File: src/rtl/serial_pattern_gen.sv
// Serial MSB-first pattern transmitter with start/busy/done handshake.
// Optional even-parity trailer bit enabled by defining SERIAL_PATTERN_GEN_PARITY_EN.
//
// state  | meaning
// -------+--------------------------------------------------------
// IDLE   | waiting for start with nonzero len; outputs quiet
// SHIFT  | one pattern bit per cycle on Out, counter counts down
// PARITY | even-parity bit of the frame on Out (parity build only)
// DONE   | one-cycle done pulse, start ignored
module serial_pattern_gen #(
   parameter int WIDTH = 8,
   parameter int LEN_W = 4
) (
   input  logic             clk,
   input  logic             reset,
   input  logic             start,
   input  logic [WIDTH-1:0] pattern,
   input  logic [LEN_W-1:0] len,
   output logic             Out,
   output logic             valid,
   output logic             busy,
   output logic             done
);

   typedef enum logic [1:0] {
      IDLE   = 2'd0,
      SHIFT  = 2'd1,
      PARITY = 2'd2,
      DONE   = 2'd3
   } state_t;

   localparam logic [LEN_W-1:0] WIDTH_L = LEN_W'(WIDTH);

   state_t           state, state_next;
   logic [WIDTH-1:0] shreg, shreg_next;
   logic [LEN_W-1:0] cnt, cnt_next;
   logic [LEN_W-1:0] n_clamp;
   logic [WIDTH-1:0] aligned;
   logic             out_next, valid_next, busy_next, done_next;
`ifdef SERIAL_PATTERN_GEN_PARITY_EN
   logic             par, par_next;
`endif

   // Left-justify the frame so the next bit to send is always the register MSB.
   assign n_clamp = (len > WIDTH_L) ? WIDTH_L : len;
   assign aligned = pattern << (WIDTH_L - n_clamp);

   always_comb begin
      state_next = state;
      shreg_next = shreg;
      cnt_next   = cnt;
      out_next   = 1'b0;
      valid_next = 1'b0;
      busy_next  = 1'b1;
      done_next  = 1'b0;
`ifdef SERIAL_PATTERN_GEN_PARITY_EN
      par_next   = par;
`endif
      case (state)
         IDLE: begin
            busy_next = 1'b0;
            if (start && (len != '0)) begin
               state_next = SHIFT;
               shreg_next = aligned;
               cnt_next   = n_clamp;
               out_next   = aligned[WIDTH-1];
               valid_next = 1'b1;
               busy_next  = 1'b1;
`ifdef SERIAL_PATTERN_GEN_PARITY_EN
               par_next   = ^aligned;
`endif
            end
         end
         SHIFT: begin
            cnt_next   = cnt - LEN_W'(1);
            shreg_next = shreg << 1;
            if (cnt == LEN_W'(1)) begin
`ifdef SERIAL_PATTERN_GEN_PARITY_EN
               state_next = PARITY;
               out_next   = par;
               valid_next = 1'b1;
`else
               state_next = DONE;
               done_next  = 1'b1;
`endif
            end else begin
               out_next   = shreg[WIDTH-2];
               valid_next = 1'b1;
            end
         end
`ifdef SERIAL_PATTERN_GEN_PARITY_EN
         PARITY: begin
            state_next = DONE;
            done_next  = 1'b1;
         end
`endif
         DONE: begin
            state_next = IDLE;
            busy_next  = 1'b0;
         end
         default: begin
            state_next = IDLE;
            busy_next  = 1'b0;
         end
      endcase
   end

   always_ff @(posedge clk or posedge reset) begin
      if (reset) begin
         state <= IDLE;
         shreg <= '0;
         cnt   <= '0;
         Out   <= 1'b0;
         valid <= 1'b0;
         busy  <= 1'b0;
         done  <= 1'b0;
`ifdef SERIAL_PATTERN_GEN_PARITY_EN
         par   <= 1'b0;
`endif
      end else begin
         state <= state_next;
         shreg <= shreg_next;
         cnt   <= cnt_next;
         Out   <= out_next;
         valid <= valid_next;
         busy  <= busy_next;
         done  <= done_next;
`ifdef SERIAL_PATTERN_GEN_PARITY_EN
         par   <= par_next;
`endif
      end
   end

endmodule

File: config.mk
export PLATFORM = sky130hd
export DESIGN_NAME = serial_pattern_gen
export DESIGN_NICKNAME = d
export VERILOG_FILES = /design/src/rtl/serial_pattern_gen.sv
export SDC_FILE = /design/constraint.sdc
export NUM_CORES = 1
export LEC_CHECK = 0
export BUFFER_PORTS_ARGS = -buffer_cell sky130_fd_sc_hd__buf_4
export CAP_MARGIN = 15
export CORE_UTILIZATION = 50
export DETAILED_ROUTE_END_ITERATION = 10
export GPL_TIMING_DRIVEN = 0
export PLACE_DENSITY = 0.72
export REMOVE_ABC_BUFFERS = 1
export SETUP_SLACK_MARGIN = 0.2
export SYNTH_ARGS = -nofsm -noshare
export SYNTH_HDL_FRONTEND = slang
export SYNTH_SLANG_ARGS = --single-unit
File: constraint.sdc
create_clock -name clk -period 2 [get_ports clk]
set_input_delay 0.4 -clock clk [delete_from_list [all_inputs] [get_ports clk]]
set_output_delay 0.4 -clock clk [all_outputs]
set_load 0.005 [all_outputs]
# == Yosys cells after proc, flatten, opt, wreduce, memory -nomap -nowiden ==
# Index checks and enable logic that the tools add are counted.
# word_totals
regBits,17
output_inout_bits,4
# classes
n_addsub,2
n_lt_le_gt_ge,1
eq_ne,4
shift,1
muxes,17
n_reduce_logical,6
# op_table
op,n
one-hot mux 7 bit (2 select lines),1
2-to-1 mux 4 bit,2
one-hot mux 4 bit (2 select lines),1
left shift 8 x 4 -> 8 bit,1
2-to-1 mux 7 bit,1
2-to-1 mux 1 bit,6
one-hot mux 1 bit (2 select lines),3
"equality test 4 x 1 -> 1 bit, second input constant",1
"greater-than comparator 4 bit, second input constant",1
2-to-1 mux 2 bit,2
"inequality test 2 bit, second input constant",2
one-hot mux 2 bit (2 select lines),1
AND reduction 2 bit,2
nonzero test 4 bit,1
"subtractor 4 x 1 -> 4 bit, second input constant",1
"subtractor 4 bit, first input constant",1
"equality test 2 x 1 -> 1 bit, second input constant",1
zero test 2 bit,1
nonzero test 2 bit,1
logical AND 1 bit,1

# == Logic depth before layout (Yosys ltp) ==
# Gate-level depths: netlist of the first run.
# depth
ltp_word,6
depth_mapped,10
mapped_depth_nobuf,8

# == Worst setup path after synthesis of the first run ==
# OpenSTA, ideal clock, no wires.
# synth_path
kind,input to register
start,input len[0]
end,register shreg[1]
setup_ns,0.077
t_arrival_ns,2.040
t_required_ns,1.923
slack_ns,-0.118
stages,9
path_buffers,2
path_cell_list,nor2b_1 > buf_2 > inv_2 > ha_1 > buf_6 > xnor2_4 > nand3_2 > or4_1 > a21oi_1
# synth_via
elab_chain_cells,6
# synth_lines
item,line,source
start: declaration,18,"input logic [LEN_W-1:0] len,"
greater-than comparator 4 bit,45,assign n_clamp = (len > WIDTH_L) ? WIDTH_L : len;
2-to-1 mux 4 bit,45,
subtractor 4 bit,46,assign aligned = pattern << (WIDTH_L - n_clamp);
left shift 8 x 4 -> 8 bit,46,
2-to-1 mux 7 bit,62,if (start && (len != '0)) begin
one-hot mux 7 bit (2 select lines),59,case (state)
end signal: assignment,122,shreg <= shreg_next;
end: declaration,35,"logic [WIDTH-1:0] shreg, shreg_next;"
# Several ways; a longest one is shown, not always the timed one. The select of a mux whose other input is x is not followed.
# A chain may end at the register's enable or synchronous reset.

# == Final worst setup path of the first run ==
# layout_path
start,input len[0]
end,register cnt[3]
# layout_via
elab_chain_cells,4
# layout_lines
item,line,source
greater-than comparator 4 bit / nonzero test 4 bit (equally long branches),"45, 62",
2-to-1 mux 4 bit / logical AND 1 bit (equally long branches),"45, 62",
2-to-1 mux 4 bit / inequality test 2 bit (equally long branches),n/a,
one-hot mux 4 bit (2 select lines) / AND reduction 2 bit (equally long branches),n/a,
end signal: assignment,123,cnt <= cnt_next;
end: declaration,36,"logic [LEN_W-1:0] cnt, cnt_next;"
# Several ways; a longest one is shown, not always the timed one. The select of a mux whose other input is x is not followed.

==> metrics.csv, run 1 <==
stage,metric,value,unit
detailed_routing,wl,2.71,mm
synth,syn_area,1150,sq um
timing,setup_viol,0,
finish,fin_util,62.1,%
clock_network,ctsHoldBuffers,0,
clock_network,numCtsBuffers,3,
timing,fin_skew,2.33,ps
synth,syn_avg_cell_area,9.29,sq um
pwr,p_leak,0.000592,uW
synth,synth_cell_type_count,45,
flow_run,cap_violations,0,
die,die_height,50.0,um
min_path,hold_class,in -> async,
detailed_routing,drc_errors,0,
clock_network,cts_num_sinks,17,
setup_path,cp_max_fo,15,
pwr,intPower,850,uW
pwr,p_sw,577,uW
pwr,seqPwrFrac,39.5,%
timing,maxSlewViolCount,0,
detailed_routing,initialDrtViolationCount,35,
setup_path,worst_setup_path_start_kind,input port,
synth,synth_edf_count,0,
timing,slew_headroom,57.3,%
outcome,status,completed,
setup_path,arrival,1890,ps
pwr,clockPowerShare,13.1,%
timing,finalHoldViolations,0,
grt,grt.total_usage,24.5,%
timing,fin_crit,1690,ps
finish,fillers,189,
grt,first_global_vias,1052,
timing,clock.fmax,0.590,GHz
grt,grt_max_degree,18,
synth,syn_inst,124,
clock_network,path_clk_slew,100,ps
grt,grt_pass1_wl,4.56,mm
placement,port_buffers,18,
finish,final_layout_size_suffix_gt1_share,27.5,%
die,io-pin-count,19,
grt,grt_antenna_before_repair,0,
clock_network,clk_root_buffer_cell,clkbuf_4,
detailed_routing,drtPass1Iterations,4,
pwr,peakVddDrop,748,uV
synth,synth.ff_latch_count,17,
timing,rsz0062_at_grt,false,
grt,overflow,0,
clock_network,clk_latency,290,ps
pwr,power.share.combinational,47.4,%
synth,synth_warnings,0,
detailed_routing,drtAntennaViolNets,0,
die,core-area,2190,sq um
placement,dp_slack,-894,ps
setup_path,rr_worst_depth,4,
pwr,power_density,1050,nW/um^2
setup_path,end_kind,flop,
clock_network,htreeDepth,1,
clock_network,cts_tree,built,
clock_network,clockBufferDepth,2,
placement,gp_congestion,0.893,
finish,n_antenna_cell,0,
setup_path,worstSetupPathType,in -> reg,
synth,synth-main-ff-cell,dfrtp_1,
timing,finalWorstSetupSlack,305,ps
die,rows,17,
pwr,switching_share,40.5,%
synth,yosysSeqAreaShare,36.9,%
die,die_w,50.0,um
finish,syn2layout_area_growth,18.0,%
die,die_area,2500,sq um
timing,tightest_slew,640,ps
placement,dp_hpwl,1.89,mm
setup_path,worstPathRequired,2190,ps
detailed_routing,wl_per_cell,15.9,um
timing,fin_crit_sh,84.7,%
die,start_util,52.6,%
detailed_routing,route.vias.total,1042,
finish,nets,161,
detailed_routing,viasPerCell,6.13,
synth,async_reset_ff_share,100,%
-- worst max-delay path, cell delays in order --
cell and delay, ps:
buf_4 130, or4_4 550, nand3b_4 190, nor2_1 160
a22o_1 290, a21o_1 150
-- repair_timing --
action | CTS | global route
setup buffers | 2 | 0
resized for setup | 6 | 0
setup endpoints to repair | 10 | 0
hold endpoints to repair | 0 | 0
-- synthesized netlist by cell type, types with 2 or more instances --
cell type,count,area [sq um]
nor2_1,14,52.6
dfrtp_1,17,425
nor3_1,4,20.0
clkbuf_1,3,11.3
mux2i_1,4,40.0
o21ai_0,6,30.0
nor2b_1,4,25.0
ha_1,3,37.5
inv_2,2,7.51
nand3_1,2,10.0
a31oi_1,2,12.5
a21oi_1,12,60.1
nand2_1,7,26.3
mux4_2,2,45.0
a32oi_1,2,17.5
o22ai_1,2,12.5
a32o_1,2,20.0
nand2b_1,2,12.5
a211oi_1,2,15.0
inv_1,6,22.5
and3_1,2,12.5
-- per-layer routing --
layer	global-route usage (%)	up-vias	share of wire, %
met1	29.3	512	43
met4	8.57	0	2.3
met5	0	-	0
met3	5.86	9	4.4
li1	-	492	-
met2	42.0	29	50
-- flip-flops by register name (all words and copies together) (netlist names) --
register / cells
shreg: 7
cnt: 4
state: 2
Out: 1
busy: 1
done: 1
valid: 1
-- final cells by class --
cell class / instances / area [sq um] / share of cell area (%)
clock buffers: 4 / 26.3 / 1.93
inverters: 8 / 30.0 / 2.21
multi-input cells: 93 / 693 / 51.0
flip-flops and latches: 17 / 425 / 31.3
well taps: 28 / 35.0 / 2.58
repair buffers: 20 / 150 / 11.0
-- power groups by stage --
stage	Combinational, uW	Sequential, uW	Clock, uW
after detailed placement	648	566	0
after global routing	766	575	202
final	676	564	187
after CTS	675	560	190
after global placement	625	561	0
after floorplan	465	550	0
-- layout by cell type, fill, tap and decap left out, types with 2 or more instances in the layout --
cell type and instances:
o21ai_0 6, o22ai_1 2, clkbuf_4 3, nor2b_1 2, inv_1 6, inv_2 2
dfrtp_1 17, and3_1 2, nand2_1 7, nor2_1 14, nand2b_1 2, a21oi_1 12
a32o_1 2, nand3_1 2, a31oi_1 2, ha_1 2, buf_4 20, mux2i_1 4
a32oi_1 2, mux4_2 2, nor3_1 4, a211oi_1 2
-- logic make-up (layout without fill, tap and decap cells) --
family                   count (synthesis)  count (layout)  synth area share, %
flip-flops                              17              17                 36.9
AO/OA/AOI/OAI                           33              33                 18.1
XOR/XNOR                                 2               2                 3.15
multiplexers                             7               7                 8.36
AND/OR/NAND/NOR                         48              48                 24.5
buffers and inverters                   14              32                 5.65
adder cells (fa/ha/maj)                  3               3                 3.26
-- path summary, 6_finish.rpt --
path	startpoint	endpoint	slack [ps]
setup / recovery	len[0]	cnt[3]$_DFFE_PP0P_	310
hold / removal	reset	shreg[2]$_DFFE_PP0P_	180
setup reg to reg	state[1]$_DFFE_PP0P_	cnt[3]$_DFFE_PP0P_	320
hold reg to reg	shreg[0]$_DFFE_PP0P_	shreg[0]$_DFFE_PP0P_	520
max in group asynchronous	reset	cnt[2]$_DFFE_PP0P_	1410
min in group clk	len[3]	cnt[3]$_DFFE_PP0P_	510
-- stage by stage --
| step | cells | area, sq um | setup TNS, ps | total power [uW] | hold slack [ps] |
|---|---|---|---|---|---|
| after floorplan | 118 | 1120 | -1690 | 1020 | 326 |
| after global placement | 164 | 1290 | -4910 | 1190 | 478 |
| after detailed placement | 164 | 1290 | -5410 | 1210 | 494 |
| after CTS | 170 | 1360 | 0 | 1420 | 210 |
| after global routing | 170 | 1360 | 0 | 1540 | 235 |
| final | 170 | 1360 | 0 | 1430 | 183 |
No activity file was read; power rests on OpenSTA's default activity.
==> inputs of run 2 (changes only) <==
--- a/config.mk
+++ b/config.mk
@@ -5,12 +5,13 @@
 export SDC_FILE = /design/constraint.sdc
 export NUM_CORES = 1
 export LEC_CHECK = 0
+export ABC_AREA = 1
 export BUFFER_PORTS_ARGS = -buffer_cell sky130_fd_sc_hd__buf_4
 export CAP_MARGIN = 15
-export CORE_UTILIZATION = 50
+export CORE_UTILIZATION = 49
 export DETAILED_ROUTE_END_ITERATION = 10
 export GPL_TIMING_DRIVEN = 0
-export PLACE_DENSITY = 0.72
+export PLACE_DENSITY = 0.74
 export REMOVE_ABC_BUFFERS = 1
 export SETUP_SLACK_MARGIN = 0.2
 export SYNTH_ARGS = -nofsm -noshare
==> constraint.sdc (replaced) <==
create_clock -name clk -period 1.42 [get_ports clk]
set_input_delay 0.284 -clock clk [delete_from_list [all_inputs] [get_ports clk]]
set_output_delay 0.284 -clock clk [all_outputs]
set_load 0.005 [all_outputs]
==> metrics.csv, run 2 <==
stage,metric,value,unit
grt,grt_antenna_before_repair,0,
synth,yosysTopAreaCell,dfrtp_1,
die,io-pin-count,19,
setup_path,worst-path-buf-inv,3,
synth,synthSimpleGateAreaFrac,37.1,%
detailed_routing,wl,2.49,mm
finish,final_layout_size_suffix_gt1_share,35.4,%
setup_path,startpoint,len[1],
finish,largest_reg_flops,7,
synth,syn_avg_cell_area,7.39,sq um
clock_network,path_clk_slew,100,ps
finish,largestRegisters,"shreg x7, cnt x4, state x2",
timing,tightest_slew,628,ps
clock_network,clk_root_buffer_cell,clkbuf_4,
grt,grt_max_degree,19,
timing,fin_skew,3.90,ps
timing,fin_crit_sh,93.9,%
clock_network,cts_num_sinks,17,
synth,syn_area,1140,sq um
synth,synth_most_common_cell,nand2_1,
detailed_routing,route.vias.total,1104,
detailed_routing,drtAntennaViolNets,0,
synth,synth_top_area_share,37.4,%
pwr,power_density,1680,nW/um^2
setup_path,worstPathRequired,1600,ps
setup_path,worst_setup_path_start_kind,input port,
finish,n_antenna_cell,0,
synth,yosysSeqAreaShare,37.4,%
placement,place_area,1290,sq um
grt,grt_pass1_wl,4.40,mm
setup_path,arrival,1510,ps
synth,synthTopCellsByArea,"dfrtp_1 (37%), nand3_1 (13%), nand2_1 (11%)",
clock_network,clk_latency,280,ps
die,die_area,2520,sq um
synth,synth-main-ff-cell,dfrtp_1,
detailed_routing,viasPerCell,5.28,
synth,ys_top_cells_by_count,"nand2_1 (33), nand3_1 (29), dfrtp_1 (17), inv_1 (17), nor2_1 (11)",
synth,synth_cell_type_count,27,
placement,dp_hpwl,1.80,mm
synth,synth_warnings,0,
clock_network,clockBufferDepth,2,
finish,most-common-layout-cells,"nand2_1 (31), nand3_1 (23), buf_4 (22)",
detailed_routing,drtPass1Iterations,4,
synth,synth_compound_area_share,10.5,%
detailed_routing,wl_per_cell,11.9,um
timing,maxSlewViolCount,0,
clock_network,cts_tree,built,
timing,finalHoldViolations,0,
detailed_routing,initialDrtViolationCount,12,
clock_network,htreeDepth,1,
setup_path,max_stage_delay,320,ps
min_path,hold_class,in -> async,
synth,synthAdderAreaFrac,3.30,%
flow_run,cap_violations,0,
timing,fin_tns_setup,0,ps
die,start_util,52.0,%
synth,syn_inst,154,
timing,setup_viol,0,
synth,synth.ff_latch_count,17,
setup_path,worstSetupPathType,in -> reg,
clock_network,numCtsBuffers,3,
finish,stdcell_area,1470,sq um
setup_path,critical-path-top-delay-family,simple AND/OR/NAND/NOR gates,
grt,first_global_vias,1059,
pwr,p_leak,0.000740,uW
grt,grt.total_usage,22.8,%
synth,synth_top_family_by_area,simple AND/OR/NAND/NOR gates,
detailed_routing,drc_errors,0,
die,die_height,50.2,um
timing,slew_headroom,58.1,%
clock_network,ctsHoldBuffers,0,
setup_path,ff2ff_setup_slack,230,ps
finish,largest_register,shreg,
placement,gp_congestion,0.885,
die,die_w,50.2,um
finish,nets,200,
synth,synth_xor_area_share,1.54,%
synth,async_reset_ff_share,100,%
setup_path,r2r-start,state[1]$_DFFE_PP0P_,
die,rows,17,
pwr,peakVddDrop,906,uV
synth,synth_mux_area_share,1.76,%
setup_path,cp_slowest_cell,ha_4,
timing,rsz0062_at_grt,true,
synth,synth_edf_count,0,
placement,port_buffers,18,
finish,syn2layout_area_growth,28.9,%
setup_path,end_kind,flop,
grt,overflow,0,
timing,fin_crit,1330,ps
timing,clock.fmax,0.750,GHz
pwr,total_power,2460,uW
setup_path,worst_path_most_repeated_cell,nand3_1,
die,core-area,2190,sq um
setup_path,path_cells,buf_8 > nor2_4 > nand2_2 > a21boi_2 > inv_2 > ha_4 > clkinv_4 > nand3_2 > nand3_1 > nand3_1 > nand2_1,
finish,layout_commonest_cell,nand2_1,
setup_path,cp_max_fo,8,
outcome,status,completed,
==> run 2: cell count changes after synthesis, sizes merged, moves of 3 or more <==
cell    change
nand3      +27
nor3        -3
nand2      +35
inv        +11
nor2b       -4
clkbuf      -3
a21oi       -7
nand2b      -4
==> run 2: worst paths after layout <==
path | depth (start not counted) | to
max | 11 | Out$_DFF_PP0_
min | 2 | shreg[6]$_DFFE_PP0P_
max reg2reg | 6 | shreg[4]$_DFFE_PP0P_
min reg2reg | 1 | shreg[0]$_DFFE_PP0P_
max in group asynchronous | 2 | shreg[3]$_DFFE_PP0P_
min in group clk | 3 | busy$_DFF_PP0_
==> run 2: area by class of cell <==
type                       instances  area [sq um]
fill                             187           723
multi-input combinational        114           691
sequential                        17           425
timing repair buffer              24           200
inverter                          21          85.1
tap                               28          35.0
clock buffer                       4          26.3
timing repair inverter             1          5.00
==> run 2: cells by family (layout without fill, tap and decap cells) <==
family / Yosys count / after routing
AND/OR/NAND/NOR: 87 / 87
buffers and inverters: 23 / 50
AO/OA/AOI/OAI: 20 / 20
flip-flops: 17 / 17
adder cells (fa/ha/maj): 3 / 3
XOR/XNOR: 2 / 2
multiplexers: 2 / 2
==> run 2: report_power, final <==
part | switching [uW] | leakage, uW | internal [uW]
Sequential | 110 | 0.000206 | 713
Clock | 145 | 0.0000150 | 109
Combinational | 795 | 0.000519 | 586
Total | 1050 | 0.000740 | 1410
==> run 2: stage by stage <==
step / hold slack, ps / utilization [%] / worst slack [ps] / instances
5_1_grt: 109 / 67.0 / -36.9 / 209
3_3_place_gp: 393 / 59.0 / -712 / 198
2_1_floorplan: 210 / - / -337 / 152
6_report: 73.4 / 67.0 / 86.5 / 209
3_5_place_dp: 400 / 59.0 / -738 / 198
4_1_cts: 90.4 / 65.9 / 67.5 / 209
==> run 2: repair_timing <==
item / in CTS / in global routing
endpoints found under the hold margin: 0 / 0
endpoints found under the setup margin: 10 / 11
setup buffers: 6 / 0
gates resized for setup: 21 / 10
gates cloned: 1 / 0
pin swaps: 11 / 10
==> run 2: per-layer routing <==
metal	vias to the layer above	wire [um]	part of all wire [%]	global-route usage [%]
li1	556	-	-	-
met4	0	19	0.76	6.67
met5	-	0	0	0
met3	2	81	3.3	2.12
met1	510	1060	43	27.2
met2	36	1330	53	42.4
==> inputs of run 3 (changes only) <==
--- a/config.mk
+++ b/config.mk
@@ -5,7 +5,6 @@
 export SDC_FILE = /design/constraint.sdc
 export NUM_CORES = 1
 export LEC_CHECK = 0
-export ABC_AREA = 1
 export BUFFER_PORTS_ARGS = -buffer_cell sky130_fd_sc_hd__buf_4
 export CAP_MARGIN = 15
 export CORE_UTILIZATION = 49
==> metrics.csv, run 3 (synthesis gave the netlist of run 1 again) <==
stage,metric,value,unit
detailed_routing,drc_errors,0,
grt,first_global_vias,1209,
finish,fin_cells,193,
die,core-area,2210,sq um
die,io-pin-count,19,
finish,n_antenna_cell,0,
detailed_routing,viasPerCell,6.17,
setup_path,max_stage_delay,490,ps
detailed_routing,drtPass1Iterations,4,
setup_path,startpoint,len[3],
clock_network,clk_latency,320,ps
finish,final_layout_size_suffix_gt1_share,49.1,%
detailed_routing,drtAntennaViolNets,0,
placement,dp.cells,164,
timing,setup_viol,4,
grt,overflow,0,
finish,syn2layout_area_growth,47.2,%
placement,port_buffers,18,
finish,largestRegisters,"shreg x7, cnt x4, state x2",
placement,gp_congestion,0.910,
detailed_routing,initialDrtViolationCount,34,
outcome,violations,negative setup slack,
clock_network,cts_num_sinks,17,
outcome,status,finished with violations,
clock_network,path_clk_slew,130,ps
setup_path,end_kind,flop,
pwr,power_density,1490,nW/um^2
die,die_w,50.5,um
min_path,hold_class,in -> async,
setup_path,worstSetupPathType,in -> reg,
finish,nets,184,
die,die_height,50.5,um
grt,grt_pass1_wl,5.40,mm
detailed_routing,wl_per_cell,19.2,um
placement,dp_slack,-1350,ps
detailed_routing,wl,3.71,mm
clock_network,numCtsBuffers,3,
grt,grt_antenna_before_repair,0,
finish,most-common-layout-cells,"buf_4 (32), dfrtp_1 (16), nor2_1 (13)",
die,start_util,52.1,%
clock_network,clk_root_buffer_cell,clkbuf_4,
clock_network,cts_tree,built,
timing,tightest_slew,667,ps
finish,largest_register,shreg,
timing,maxSlewViolCount,0,
setup_path,worst_setup_path_start_kind,input port,
timing,fin_skew,11.4,ps
timing,clock.fmax,0.691,GHz
timing,finalHoldViolations,0,
detailed_routing,route.vias.total,1190,
die,die_area,2550,sq um
finish,largest_reg_flops,7,
die,rows,17,
pwr,peakVddDrop,1000,uV
timing,fin_crit,1450,ps
finish,layout_commonest_cell,buf_4,
setup_path,arrival,1700,ps
pwr,p_leak,0.000765,uW
setup_path,r2r-start,state[1]$_DFFE_PP0P_,
setup_path,ff2ff_setup_slack,0,ps
timing,rsz0062_at_grt,true,
timing,finalWorstSetupSlack,-26.6,ps
placement,dp_hpwl,1.99,mm
setup_path,cp_slowest_cell,or4_4,
flow_run,cap_violations,0,
timing,slew_headroom,55.5,%
grt,grt.total_usage,28.6,%
setup_path,worstPathRequired,1670,ps
setup_path,path_cells,buf_12 > nor2b_4 > inv_4 > ha_4 > xnor2_4 > nand3_2 > or4_4 > a21oi_2,
clock_network,clockBufferDepth,2,
grt,grt_max_degree,18,
clock_network,ctsHoldBuffers,0,
clock_network,htreeDepth,1,
setup_path,cp_max_fo,7,
timing,fin_crit_sh,102,%
run 3: changes by cell type in the layout (fill, tap and decap cells not counted), sizes merged, moves of 3 or more:
cell	delta
a21oi	+7
buf	+19
inv	-11
nand2	-35
nand2b	+4
nand3	-27
nor2b	+4
nor3	+3
run 3: what timing repair did:
item                                    in CTS  in global routing
gates resized for setup                     28                 21
buffers inserted                            17                  8
endpoints found under the hold margin        0                  0
pin swaps                                   14                 13
endpoints found under the setup margin      15                 15
run 3: final cells by class:
cell class | count | area (sq um)
multi-input combinational | 93 | 796
clock buffer | 3 | 22.5
sequential | 17 | 427
inverter | 8 | 35.0
fill | 140 | 515
clock inverter | 1 | 5.00
timing repair buffer | 43 | 377
tap | 28 | 35.0
run 3: worst max-delay path: cells and delay by family:
kind            cells  cell delay (ps)
fa+ha+maj           1              200
simple gates        3              740
compound gates      1              120
buf+inv             2              170
xor+xnor            1              190
run 3: report_power, final:
part | internal, uW | total [uW] | switching [uW]
combinational | 699 | 1410 | 713
sequential | 674 | 814 | 140
clock | 106 | 301 | 195
run 3: metrics by stage:
stage / TNS (ps) / util (%) / hold WS (ps) / power [uW] / cell area (sq um)
floorplan: -5970 / - / 210 / 1430 / 1120
global placement: -10530 / 58.2 / 406 / 1670 / 1290
detailed placement: -11240 / 58.2 / 415 / 1720 / 1290
CTS: -52.7 / 70.1 / 93.5 / 2210 / 1550
global route: -298 / 76.7 / 98.7 / 2690 / 1700
finish: -68.2 / 76.7 / 41.3 / 2530 / 1700
run 3: path summary, 6_finish.rpt:
kind	to	depth (start not counted)
setup / recovery	shreg[1]$_DFFE_PP0P_	8
hold / removal	busy$_DFF_PP0_	2
setup reg to reg	shreg[4]$_DFFE_PP0P_	5
hold reg to reg	cnt[3]$_DFFE_PP0P_	1
max in group asynchronous	state[1]$_DFFE_PP0P_	2
min in group clk	Out$_DFF_PP0_	5
run 3: routing by layer:
metal	up-vias	wire [um]	part of all wire [%]	global-route usage, %
li1	535	-	-	-
met1	603	1560	42	33.4
met2	39	1890	51	49.6
met3	13	133	3.6	5.15
met4	0	121	3.3	14.8
met5	-	0	0	0
